## config.mk

```make
export PLATFORM = sky130hd
export DESIGN_NAME = instr_fetch_hs_unit
export DESIGN_NICKNAME = d
export VERILOG_FILES = /design/src/rtl/instr_fetch_hs_unit.sv
export SDC_FILE = /design/constraint.sdc
export NUM_CORES = 1
export LEC_CHECK = 0
export CORE_AREA = 3 3 126 128
export CTS_CLUSTER_SIZE = 16
export DETAILED_ROUTE_END_ITERATION = 16
export DIE_AREA = 0 0 129 131
export GPL_TIMING_DRIVEN = 1
export PLACE_DENSITY = 0.92
export SLEW_MARGIN = 25
export SYNTH_ARGS = -nofsm -noshare
export SYNTH_HDL_FRONTEND = slang
export SYNTH_SLANG_ARGS = --single-unit
```

## constraint.sdc

```tcl
create_clock -name CLK -period 5.49 [get_ports CLK]
set_input_delay 1.3725 -clock CLK [delete_from_list [all_inputs] [get_ports CLK]]
set_output_delay 1.3725 -clock CLK [all_outputs]
set_load 0.02 [all_outputs]
```

## src/rtl/instr_fetch_hs_unit.sv

```systemverilog
`default_nettype none
// ============================================================================
// Module      : instr_fetch_hs_unit
// Description : Instruction fetch unit owning PC/IR/EPC, with a req/ready
//               memory handshake, bus timeout, misaligned-PC trap and
//               exception vectoring that drains any in-flight fetch.
// Revision    : 1.0 - initial release
// ============================================================================
module instr_fetch_hs_unit #(
    parameter int                       ADDRESS_WIDTH = 32,
    parameter int                       INSTR_WIDTH   = 32,
    parameter logic [ADDRESS_WIDTH-1:0] RESET_VECTOR  = '0,
    parameter logic [ADDRESS_WIDTH-1:0] EXC_VECTOR    = ADDRESS_WIDTH'(32'h0000_0180),
    parameter int                       TIMEOUT       = 15
) (
    input  logic                     CLK,
    input  logic                     RST,
    input  logic                     FETCH_REQ,
    input  logic                     PC_LOAD,
    input  logic [2:0]               PC_SEL,
    input  logic                     EXC,
    input  logic [ADDRESS_WIDTH-1:0] ALU_OUT,
    input  logic [ADDRESS_WIDTH-1:0] ALU_REG_OUT,
    input  logic [ADDRESS_WIDTH-1:0] Reg1_Out,
    input  logic                     MEM_READY,
    input  logic [INSTR_WIDTH-1:0]   MEM_RDATA,
    output logic                     MEM_REQ,
    output logic [ADDRESS_WIDTH-1:0] MEM_ADDR,
    output logic [INSTR_WIDTH-1:0]   Instr,
    output logic                     IR_VALID,
    output logic [ADDRESS_WIDTH-1:0] PC_OUT,
    output logic [ADDRESS_WIDTH-1:0] EPC_OUT,
    output logic                     FETCH_BUSY,
    output logic                     FETCH_ERR
);

    localparam int c_CW = (TIMEOUT > 0) ? $clog2(TIMEOUT + 1) : 1;
    localparam logic [c_CW-1:0] c_to_last = (TIMEOUT > 0) ? c_CW'(TIMEOUT - 1) : '0;

    localparam logic [1:0] c_st_idle  = 2'd0;
    localparam logic [1:0] c_st_req   = 2'd1;
    localparam logic [1:0] c_st_drain = 2'd2;
    localparam logic [1:0] c_st_err   = 2'd3;

    logic [1:0]               r_state;
    logic [c_CW-1:0]          r_count;
    logic [ADDRESS_WIDTH-1:0] r_pc;
    logic [ADDRESS_WIDTH-1:0] r_epc;
    logic [ADDRESS_WIDTH-1:0] r_mem_addr;
    logic [INSTR_WIDTH-1:0]   r_instr;
    logic                     r_ir_valid;
    logic                     r_mem_req;
    logic                     r_fetch_err;

    logic [ADDRESS_WIDTH-1:0] w_jump_target;
    logic [ADDRESS_WIDTH-1:0] w_pc_next;
    logic                     w_timeout;

    // Jump target keeps the PC's upper region bits above bit 27.
    generate
        if (ADDRESS_WIDTH > 28) begin : g_jump_region
            assign w_jump_target = {r_pc[ADDRESS_WIDTH-1:28], r_instr[25:0], 2'b00};
        end else begin : g_jump_flat
            assign w_jump_target = {r_instr[25:0], 2'b00};
        end
    endgenerate

    always_comb begin
        w_pc_next = r_pc;
        case (PC_SEL)
            3'd0:    w_pc_next = ALU_OUT;
            3'd1:    w_pc_next = ALU_REG_OUT;
            3'd2:    w_pc_next = w_jump_target;
            3'd3:    w_pc_next = Reg1_Out;
            3'd4:    w_pc_next = RESET_VECTOR;
            3'd5:    w_pc_next = EXC_VECTOR;
            default: w_pc_next = r_pc;
        endcase
    end

    assign w_timeout = (TIMEOUT != 0) && (r_count == c_to_last);

    always_ff @(posedge CLK or posedge RST) begin
        if (RST) begin
            r_state     <= c_st_idle;
            r_count     <= '0;
            r_pc        <= RESET_VECTOR;
            r_epc       <= '0;
            r_mem_addr  <= '0;
            r_instr     <= '0;
            r_ir_valid  <= 1'b0;
            r_mem_req   <= 1'b0;
            r_fetch_err <= 1'b0;
        end else begin
            r_fetch_err <= 1'b0;

            if (EXC) begin
                r_epc      <= r_pc;
                r_pc       <= EXC_VECTOR;
                r_ir_valid <= 1'b0;
            end else if (PC_LOAD) begin
                r_pc <= w_pc_next;
            end

            case (r_state)
                c_st_idle: begin
                    if (!EXC && FETCH_REQ) begin
                        r_ir_valid <= 1'b0;
                        if (r_pc[1:0] != 2'b00) begin
                            r_state     <= c_st_err;
                            r_fetch_err <= 1'b1;
                        end else begin
                            r_state    <= c_st_req;
                            r_mem_req  <= 1'b1;
                            r_mem_addr <= r_pc;
                            r_count    <= '0;
                        end
                    end
                end
                c_st_req: begin
                    // A ready coinciding with EXC completes the bus cycle, so
                    // there is nothing left to drain; the data is dropped.
                    if (MEM_READY) begin
                        r_state   <= c_st_idle;
                        r_mem_req <= 1'b0;
                        if (!EXC) begin
                            r_instr    <= MEM_RDATA;
                            r_ir_valid <= 1'b1;
                        end
                    end else if (EXC) begin
                        r_state <= c_st_drain;
                        r_count <= '0;
                    end else if (w_timeout) begin
                        r_state     <= c_st_err;
                        r_mem_req   <= 1'b0;
                        r_fetch_err <= 1'b1;
                        r_ir_valid  <= 1'b0;
                    end else begin
                        r_count <= r_count + 1'b1;
                    end
                end
                c_st_drain: begin
                    if (MEM_READY || w_timeout) begin
                        r_state   <= c_st_idle;
                        r_mem_req <= 1'b0;
                    end else begin
                        r_count <= r_count + 1'b1;
                    end
                end
                default: begin
                    r_state <= c_st_idle;
                end
            endcase
        end
    end

    assign MEM_REQ    = r_mem_req;
    assign MEM_ADDR   = r_mem_addr;
    assign Instr      = r_instr;
    assign IR_VALID   = r_ir_valid;
    assign PC_OUT     = r_pc;
    assign EPC_OUT    = r_epc;
    assign FETCH_BUSY = (r_state != c_st_idle);
    assign FETCH_ERR  = r_fetch_err;

endmodule
`default_nettype wire

```

==> results.md, run 1 <==
- Comb pwr share: 37.4%
- Cts bufs inserted: 17
- Cell area power density: 414 mW/mm²
- Ys async rst share: 100%
- Layout Nets: 953
- Ys flop type: dfrtp_1
- Net switching share of the total power: 33.5%
- Worst slew pin tran: 912 ps
- Final ANT Viol Nets: 0
- Post-synthesis net count: 692
- Clock tree buffer depth: 2
- # fillers: 1127
- Post-CTS Setup Bufs: 0
- Routed vias/inst: 5.38
- Core area: 0.0150 mm²
- N_diodes: 0
- RSZ-0062 raised after global routing: no
- Die area: between 0.015 and 0.02 mm²
- Worst skew pair latency: between 400 and 500 ps
- Startpoint Class: primary input
- CTS-repair resized insts: 0
- Die width: 129 µm
- DRC: 0
- Reg area: 0.00343 mm²
- Crit path required time: roughly 5800 ps
- Number of global-route vias before repair: around 5600
- Flop pwr share: roughly 36%
- GPL Wtd Cong: 1.00
- Relative slew slack: 39.2%
- Syn avg cell area: 11.7 µm²
- Internal power: approximately 0.0027 W
- Clock transition at path regs: 60 ps
- Mean routed wirelength per cell: roughly 20 µm
- WHS: a little under 500 ps
- Clock power frac: 26.8%
- Worst hold path stage count: 1
- Worst R2R Path Depth: 4
- Tot GR Track Use: 23.8%
- Fmax achieved: 0.260 GHz
- Final period utilization: 70.1%
- Setup Skew: 8.03 ps
- Port Buffers: between 200 and 300
- Crit Path Max Fanout: 22
- R2r setup slk: 3160 ps
- Post-DP HPWL: 15.4 mm
- Final Max Tran Viols: 0
- Worst Hold Launch: MEM_ADDR[1]
- Max H-tree Level: 4
- Post-Synthesis Cells: 548
- Yosys cell types: 31
- Setup TNS: 0 ps
- Peak supply drop: just under 0.0003 V
- I/O pin total: 269
- Final min period: 3850 ps
- First-pass GRT wire length: just over 30 mm
- Pleak: roughly 4.3 nW
- Root Driver: clkbuf_16
- Crit Path Category: primary input to register
- Final Hold Viols: 0
- Worst min path class: register to register
- Register area share after synthesis: 53.7%
- Final setup viols: 0
- Die Y: roughly 130 µm
- Initial antenna violation count: 0
- Starting Density: a little over two fifths
- Number of synthesized flops with an enable pin: 0
- Total congestion overflow: 0
- Worst flop-to-flop path startpoint: PC_OUT[0]
- DRT iter0 DRCs: 324
- Most common cell after layout, fill and taps aside: clkdlybuf4s50_1
- Status: finished, final reports clean
- Via count: 5429
- CTS tree: yes
- Maxcap violations: 0
- Post-Route WL: 20.4 mm
- Row Count: 45
- Area growth syn-to-layout: 53.0%
- Mapped Area: 0.00639 mm²
- WHS Endpoint: MEM_ADDR[1]
- First-pass detailed-route iteration total: 5
- Post-CTS Hold Fix Bufs: 0
- Area of the multi-input gates: about 0.0028 mm²
- Endpoint type of the worst setup path: register
- Sink Count: 137
- Largest net degree at the start of global routing: 72
- Reg2reg end: MEM_ADDR[14]
- Layout cell share with drive strength beyond 1: between 15 and 20%
- FF+latch count, synth: 137
- CP arrival: 4120 ps
- Switching power of the nets: roughly 0.0014 W
- Synth warn: 0
- Most frequent cells in the layout: clkdlybuf4s50_1, dfrtp_1, mux2_2
==> worst max-delay path, stage by stage <==
cell and delay (ps):
clkdlybuf4s50_1 820, inv_1 120, ha_1 500, and2_1 790, nor2_4 190, a22oi_1 210
o21ai_0 110
==> per-stage QoR <==
stage	area [µm²]	setup WS (ps)	std cells	total power [W]	utilization (%)
global placement	9200	1360	978	0.00293	61.5
global route	9770	1410	1010	0.00424	65.3
detailed placement	9210	1230	978	0.00297	61.5
CTS	9770	1670	1010	0.00407	65.3
finish	9770	1640	1010	0.00405	65.3
floorplan	6390	450	548	0.00222	-
==> area by class of cell <==
class,count,share of cell area [%]
timing repair buffer,277,28.1
multi-input combinational,368,28.3
clock buffer,18,4.49
sequential,137,35.1
tap,188,2.41
clock inverter,14,1.27
inverter,8,0.358
==> power groups by stage <==
stage / logic [W] / clock network (W) / registers (W)
global route: 0.00160 / 0.00115 / 0.00148
finish: 0.00151 / 0.00109 / 0.00145
CTS: 0.00152 / 0.00110 / 0.00145
detailed placement: 0.00151 / 0 / 0.00146
global placement: 0.00149 / 0 / 0.00144
floorplan: 0.000518 / 0 / 0.00171
==> flip-flops by register name (all words and copies together) (netlist names), 2 cells and up <==
signal / flops
EPC_OUT: 32
Instr: 32
MEM_ADDR: 32
PC_OUT: 32
r_count: 4
r_state: 2
==> layer usage <==
layer  up-vias  share of wire, %  GRT usage (%)
li1       2465                 -              -
met1      2645                41           30.7
met2       265                49           37.7
met3        54               6.3           6.18
met4         0               3.5           11.3
met5         -                 0              0
==> cell families (layout without fill, tap and decap cells) <==
kind of cell	after synthesis	in the layout	synth area share, %
compound gates	126	126	11.8
fa+ha+maj	7	7	1.37
buf+inv	43	317	3.17
flops	137	137	53.7
mux	114	114	21.4
simple gates	121	121	8.60
==> synth_stat cells (8+ instances only) <==
cell type,number,area share [%]
dfrtp_1,137,54
mux2_2,66,12
o21ai_0,63,4.9
nand2_1,60,3.5
mux2_4,28,6.6
nor2_1,26,1.5
a22oi_1,23,2.7
a21oi_1,20,1.6
mux2i_1,20,3.1
nor2b_1,15,1.5
clkbuf_1,14,0.82
buf_2,9,0.71
o221ai_1,9,1.2
buf_1,8,0.47
inv_1,8,0.47
==> worst max path at each step <==
stage / startpoint / cells past startpoint / endpoint / slack (ps)
finish: PC_SEL[1] / 7 / PC_OUT[25] / 1640
global route: PC_SEL[1] / 7 / PC_OUT[14] / 1410
CTS: PC_SEL[1] / 7 / PC_OUT[25] / 1670
detailed placement: PC_SEL[1] / 7 / PC_OUT[25] / 1230
global placement: PC_SEL[1] / 7 / PC_OUT[5] / 1360
floorplan: RST / 1 / EPC_OUT[0] / 450
Power figures use the tool's default switching activity.
==> inputs of run 2 (changes only) <==
==> constraint.sdc (replaced) <==
create_clock -name CLK -period 3.8 [get_ports CLK]
set_input_delay 0.95 -clock CLK [delete_from_list [all_inputs] [get_ports CLK]]
set_output_delay 0.95 -clock CLK [all_outputs]
set_load 0.02 [all_outputs]
==> run 2 against run 1 <==
  * Non-clock buffer count grew 3
  * Highest routed layer unchanged
  * Largest power group unchanged
  * Power grew 49%
  * Sequential power grew 44%
  * Via count shrank 0.17%
  * First-iteration DRC count shrank 3.7%
  * Combinational power grew 45%
==> results.md, run 2 (synthesis results as in run 1) <==
- Status: finished, final reports clean
- R2r setup slk: roughly 1600 ps
- CTS tree: yes
- Relative slew slack: 39.9%
- Starting Density: 42.6%
- Setup TNS: 0 ps
- Total congestion overflow: 0
- Initial antenna violation count: 2
- Via count: 5420
- First-pass GRT wire length: just over 30 mm
- Worst slew pin tran: ~900 ps
- Sink Count: approximately 140
- Cts bufs inserted: 17
- Crit-path cells: clkdlybuf4s50_1 -> buf_4 -> or3b_1 -> and2_1 -> nor2_4 -> a22oi_1 -> o21ai_0
- DRC: 0
- Clock tree buffer depth: 2
- Layout cell share with drive strength beyond 1: 17.6%
- Pleak: roughly 4.3 nW
- Net switching share of the total power: between 30% and 40%
- GPL Wtd Cong: around 0.90
- Max H-tree Level: 4
- Clock transition at path regs: about 60 ps
- Final min period: around 3000 ps
- Worst min path class: register to register
- Die width: about 130 µm
- Crit path required time: slightly above 4000 ps
- Worst hold path stage count: 1
- Fin worst setup slack: 729 ps
- Final period utilization: 80.8%
- Reg2reg end: MEM_ADDR[14]
- Worst Hold Launch: MEM_ADDR[1]
- Core area: 0.0150 mm²
- Final Max Tran Viols: 0
- Number of global-route vias before repair: ~5600
- I/O pin total: 269
- DRT iter0 DRCs: 312
- Die Y: 131 µm
- Layout Nets: 956
- Worst path depth: 7
- Final ANT Viol Nets: 0
- Switching power of the nets: 0.00198 W
- Post-CTS Setup Bufs: 0
- Clock power frac: slightly below 30%
- Critical Path Max Stage Delay: 550 ps
- Worst flop-to-flop path startpoint: PC_OUT[0]
- Post-DP HPWL: 15.5 mm
- Pre-CTS setup slack: 320 ps
- Peak supply drop: approximately 0.00043 V
- Setup Skew: 7.68 ps
- CP arrival: between 3000 and 4000 ps
- WHS Endpoint: MEM_ADDR[1]
- Mean routed wirelength per cell: 20.2 µm
- Internal power: 0.00404 W
- Comb pwr share: 36.4%
- Final setup viols: 0
- Cell area power density: 609 mW/mm²
- Row Count: 45
- Buf/Inv on CP: 2
- Post-Route WL: 20.5 mm
- Crit-path slowest cell: or3b_1
- Crit Path Max Fanout: 22
- First-pass detailed-route iteration total: 7
- Routed vias/inst: ~5.3
- Post-CTS Hold Fix Bufs: 0
- RSZ-0062 raised after global routing: no
- Final Hold Viols: 0
- Flop pwr share: 34.7%
- CTS-repair resized insts: 0
- Fmax achieved: ~0.33 GHz
- Crit Path Category: primary input to register
- CP top delay family: simple AND/OR/NAND/NOR gates
- Maxcap violations: 0
- Most common cell after layout, fill and taps aside: clkdlybuf4s50_1
- Startpoint Class: primary input
- Die area: 0.0169 mm²
- Root Driver: clkbuf_16
- Worst skew pair latency: 410 ps
- Endpoint type of the worst setup path: register
- Tot GR Track Use: 24.0%
- Port Buffers: 268
- Largest net degree at the start of global routing: 138
- Most frequent cells in the layout: clkdlybuf4s50_1, dfrtp_1, mux2_2
- Worst R2R Path Depth: 4
- Area growth syn-to-layout: 54.7%
run 2: cell types whose count changed in the layout (fill, tap and decap cells not counted):
cell and change:
inv_8 +1, a21oi_4 -1, buf_4 +1, buf_12 +2
clkinv_2 -4, diode_2 +2, bufinv_16 +2, a21oi_2 +1
clkinv_4 +3, clkinvlp_4 -2
run 2: worst max-delay path by stage:
stage | start | to | slack (ps)
6_report | PC_SEL[1] | PC_OUT[23] | 730
4_1_cts | PC_SEL[1] | PC_OUT[23] | 760
3_5_place_dp | PC_SEL[1] | PC_OUT[23] | 320
2_1_floorplan | RST | EPC_OUT[0] | 1140
5_1_grt | PC_SEL[1] | PC_OUT[19] | 570
3_3_place_gp | PC_SEL[1] | PC_OUT[5] | 440
run 2: final cells by class:
cell class | count | area (µm²)
well taps | 188 | 235
fillers | 1163 | 5090
clock inverters | 14 | 188
clock buffers | 18 | 439
multi-input cells | 368 | 2760
diodes | 2 | 5.00
flip-flops and latches | 137 | 3430
inverters | 8 | 33.8
repair buffers | 280 | 2790
run 2: power by group through the flow:
stage / sequential, W / clock (W) / combinational [W]
CTS: 0.00209 / 0.00177 / 0.00220
global placement: 0.00209 / 0 / 0.00216
floorplan: 0.00246 / 0 / 0.000749
detailed placement: 0.00211 / 0 / 0.00219
global route: 0.00214 / 0.00183 / 0.00233
finish: 0.00209 / 0.00174 / 0.00219
run 2: stage by stage:
| step | utilization [%] | area (µm²) | power (W) | std cells | hold slack (ps) |
|---|---|---|---|---|---|
| 2_1_floorplan | - | 6390 | 0.00321 | 548 | 461 |
| 3_3_place_gp | 61.6 | 9230 | 0.00424 | 980 | 472 |
| 3_5_place_dp | 61.6 | 9230 | 0.00430 | 980 | 477 |
| 4_1_cts | 65.8 | 9860 | 0.00606 | 1012 | 496 |
| 5_1_grt | 66.0 | 9880 | 0.00630 | 1015 | 521 |
| 6_report | 66.0 | 9880 | 0.00602 | 1015 | 494 |
run 2: metal layers:
layer / track usage (%) / up-vias / share of wire, %
met5: 0 / - / 0
met4: 11.5 / 0 / 3.5
met3: 5.98 / 45 / 5.9
met2: 38.7 / 251 / 49
met1: 30.4 / 2646 / 41
li1: - / 2478 / -
==> inputs of run 3 (changes only) <==
--- a/config.mk
+++ b/config.mk
@@ -5,12 +5,12 @@
 export SDC_FILE = /design/constraint.sdc
 export NUM_CORES = 1
 export LEC_CHECK = 0
-export CORE_AREA = 3 3 126 128
+export CORE_AREA = 3 3 132 134
 export CTS_CLUSTER_SIZE = 16
 export DETAILED_ROUTE_END_ITERATION = 16
-export DIE_AREA = 0 0 129 131
+export DIE_AREA = 0 0 135 137
 export GPL_TIMING_DRIVEN = 1
-export PLACE_DENSITY = 0.92
+export PLACE_DENSITY = 0.89
 export SLEW_MARGIN = 25
 export SYNTH_ARGS = -nofsm -noshare
 export SYNTH_HDL_FRONTEND = slang
==> constraint.sdc (replaced) <==
create_clock -name CLK -period 2.5 [get_ports CLK]
set_input_delay 0.625 -clock CLK [delete_from_list [all_inputs] [get_ports CLK]]
set_output_delay 0.625 -clock CLK [all_outputs]
set_load 0.02 [all_outputs]
==> run 3 against run 2 <==
  * First-iteration DRC count fell by 9.0%
  * Design area increased by 1.9%
  * Flip-flop and latch count did not move
  * Combinational power grew 55%
==> results.md, run 3 (synthesis results as in run 1) <==
- Worst hold path stage count: 1
- Worst slew pin tran: approximately 560 ps
- Root Driver: clkbuf_16
- First-pass detailed-route iteration total: 5
- Final core occ: 61.4%
- Worst min path class: register to register
- Max H-tree Level: 4
- Final Max Tran Viols: 0
- Total congestion overflow: 0
- Initial antenna violation count: 0
- Row Count: between 40 and 50
- Clock transition at path regs: 60 ps
- First-pass GRT wire length: 31.2 mm
- Layout cell share with drive strength beyond 1: between 10% and 20%
- DRT iter0 DRCs: between 200 and 300
- Crit path required time: ~2800 ps
- Worst R2R Path Depth: 4
- Setup Skew: 11.5 ps
- Final ANT Viol Nets: 0
- Cts bufs inserted: 17
- Most frequent cells in the layout: clkdlybuf4s50_1, dfrtp_1, mux2_2
- Post-CTS Setup Bufs: 0
- Status: finished, final reports clean
- I/O pin total: 269
- Final setup viols: 0
- Die area: 0.0185 mm²
- GPL Wtd Cong: 0.858
- Maxcap violations: 0
- Endpoint type of the worst setup path: register
- DRC: 0
- # fillers: between 1000 and 1500
- Layout Nets: 972
- Worst skew pair latency: approximately 420 ps
- Routed vias/inst: between 5 and 6
- Pleak: 4.39 nW
- Clock tree buffer depth: 2
- Fin worst setup slack: approximately 340 ps
- Tot GR Track Use: 22.0%
- Mean routed wirelength per cell: 19.5 µm
- Startpoint Class: primary input
- Area growth syn-to-layout: 57.6%
- Die width: 135 µm
- Crit Path Max Fanout: 32
- Sink Count: 137
- Most common cell after layout, fill and taps aside: clkdlybuf4s50_1
- Port Buffers: around 270
- Die Y: 137 µm
- Cell area power density: 901 mW/mm²
- Pre-CTS setup slack: -65.4 ps
- Number of global-route vias before repair: 5609
- Final Hold Viols: 0
- Via count: 5479
- Post-DP HPWL: around 16 mm
- Post-Route WL: 20.7 mm
- Final period utilization: 86.3%
- Core area: 0.0164 mm²
- Peak supply drop: 0.000594 V
- Starting Density: 38.9%
- CP arrival: about 2500 ps
- Fmax achieved: 0.463 GHz
- Relative slew slack: 62.4%
- Largest net degree at the start of global routing: between 40 and 50
- RSZ-0062 raised after global routing: no
- Final min period: 2160 ps
- CTS tree: yes
- Crit Path Category: primary input to register
run 3: cell types whose count changed in the layout (fill, tap and decap cells not counted):
| cell | previous run | this run |
|---|---|---|
| bufinv_16 | 3 | 1 |
| buf_4 | 10 | 20 |
| diode_2 | 2 | 1 |
| clkbuf_8 | 1 | 0 |
| buf_2 | 1 | 2 |
| inv_8 | 1 | 3 |
| clkinv_4 | 6 | 1 |
| dlymetal6s2s_1 | 0 | 1 |
| clkdlybuf4s50_1 | 267 | 265 |
| inv_6 | 3 | 6 |
| buf_12 | 2 | 8 |
| clkinvlp_4 | 2 | 5 |
run 3: area by class of cell:
cell class | instances | area [µm²] | area share (%)
Multi-Input combinational cell | 368 | 2760 | 27.4
Clock buffer | 17 | 425 | 4.23
Clock inverter | 15 | 155 | 1.54
Inverter | 8 | 33.8 | 0.336
Timing Repair Buffer | 296 | 2990 | 29.7
Tap cell | 220 | 275 | 2.73
Antenna cell | 1 | 2.50 | 0.0249
Sequential cell | 137 | 3430 | 34.1
run 3: timing repair:
item,CTS,global route
gates resized for setup,0,1
hold buffers,0,0
endpoints found under the setup margin,0,1
run 3: metal layers:
| layer | global-route usage, % | share of wire, % | up-vias |
|---|---|---|---|
| met5 | 0 | 0 | - |
| met4 | 9.35 | 3.2 | 0 |
| met2 | 34.4 | 48 | 262 |
| met1 | 28.4 | 42 | 2650 |
| met3 | 6.54 | 7.4 | 52 |
| li1 | - | - | 2515 |
run 3: metrics by stage:
stage / cells / hold slack (ps) / total power (W) / cell area (µm²) / setup TNS [ps]
finish: 1062 / 501 / 0.00907 / 10100 / 0
global route: 1061 / 518 / 0.00951 / 10100 / 0
CTS: 1061 / 496 / 0.00916 / 10100 / 0
detailed placement: 1029 / 482 / 0.00664 / 9480 / -1320
global placement: 1029 / 475 / 0.00655 / 9480 / -259
floorplan: 548 / 461 / 0.00488 / 6390 / 0
run 3: worst max-delay path: stages:
cell             delay (ps)
clkdlybuf4s50_1         470
or4b_1                  470
or2_2                   330
buf_12                  190
mux2_4                  330
run 3: where the power goes:
part / internal, W / total, W / switching [W]
registers: 0.00276 / 0.00318 / 0.000425
clock network: 0.00141 / 0.00248 / 0.00108
logic: 0.00182 / 0.00340 / 0.00159
total: 0.00598 / 0.00907 / 0.00309
run 3: path summary, 6_finish.rpt:
path	startpoint	endpoint	slack (ps)
max	FETCH_REQ	MEM_ADDR[9]	340
min reg2reg	MEM_ADDR[1]	MEM_ADDR[1]	500
max reg2reg	PC_OUT[0]	MEM_ADDR[9]	510
max in group asynchronous	RST	Instr[2]	1340
min in group asynchronous	RST	EPC_OUT[12]	570
min	MEM_ADDR[1]	MEM_ADDR[1]	500
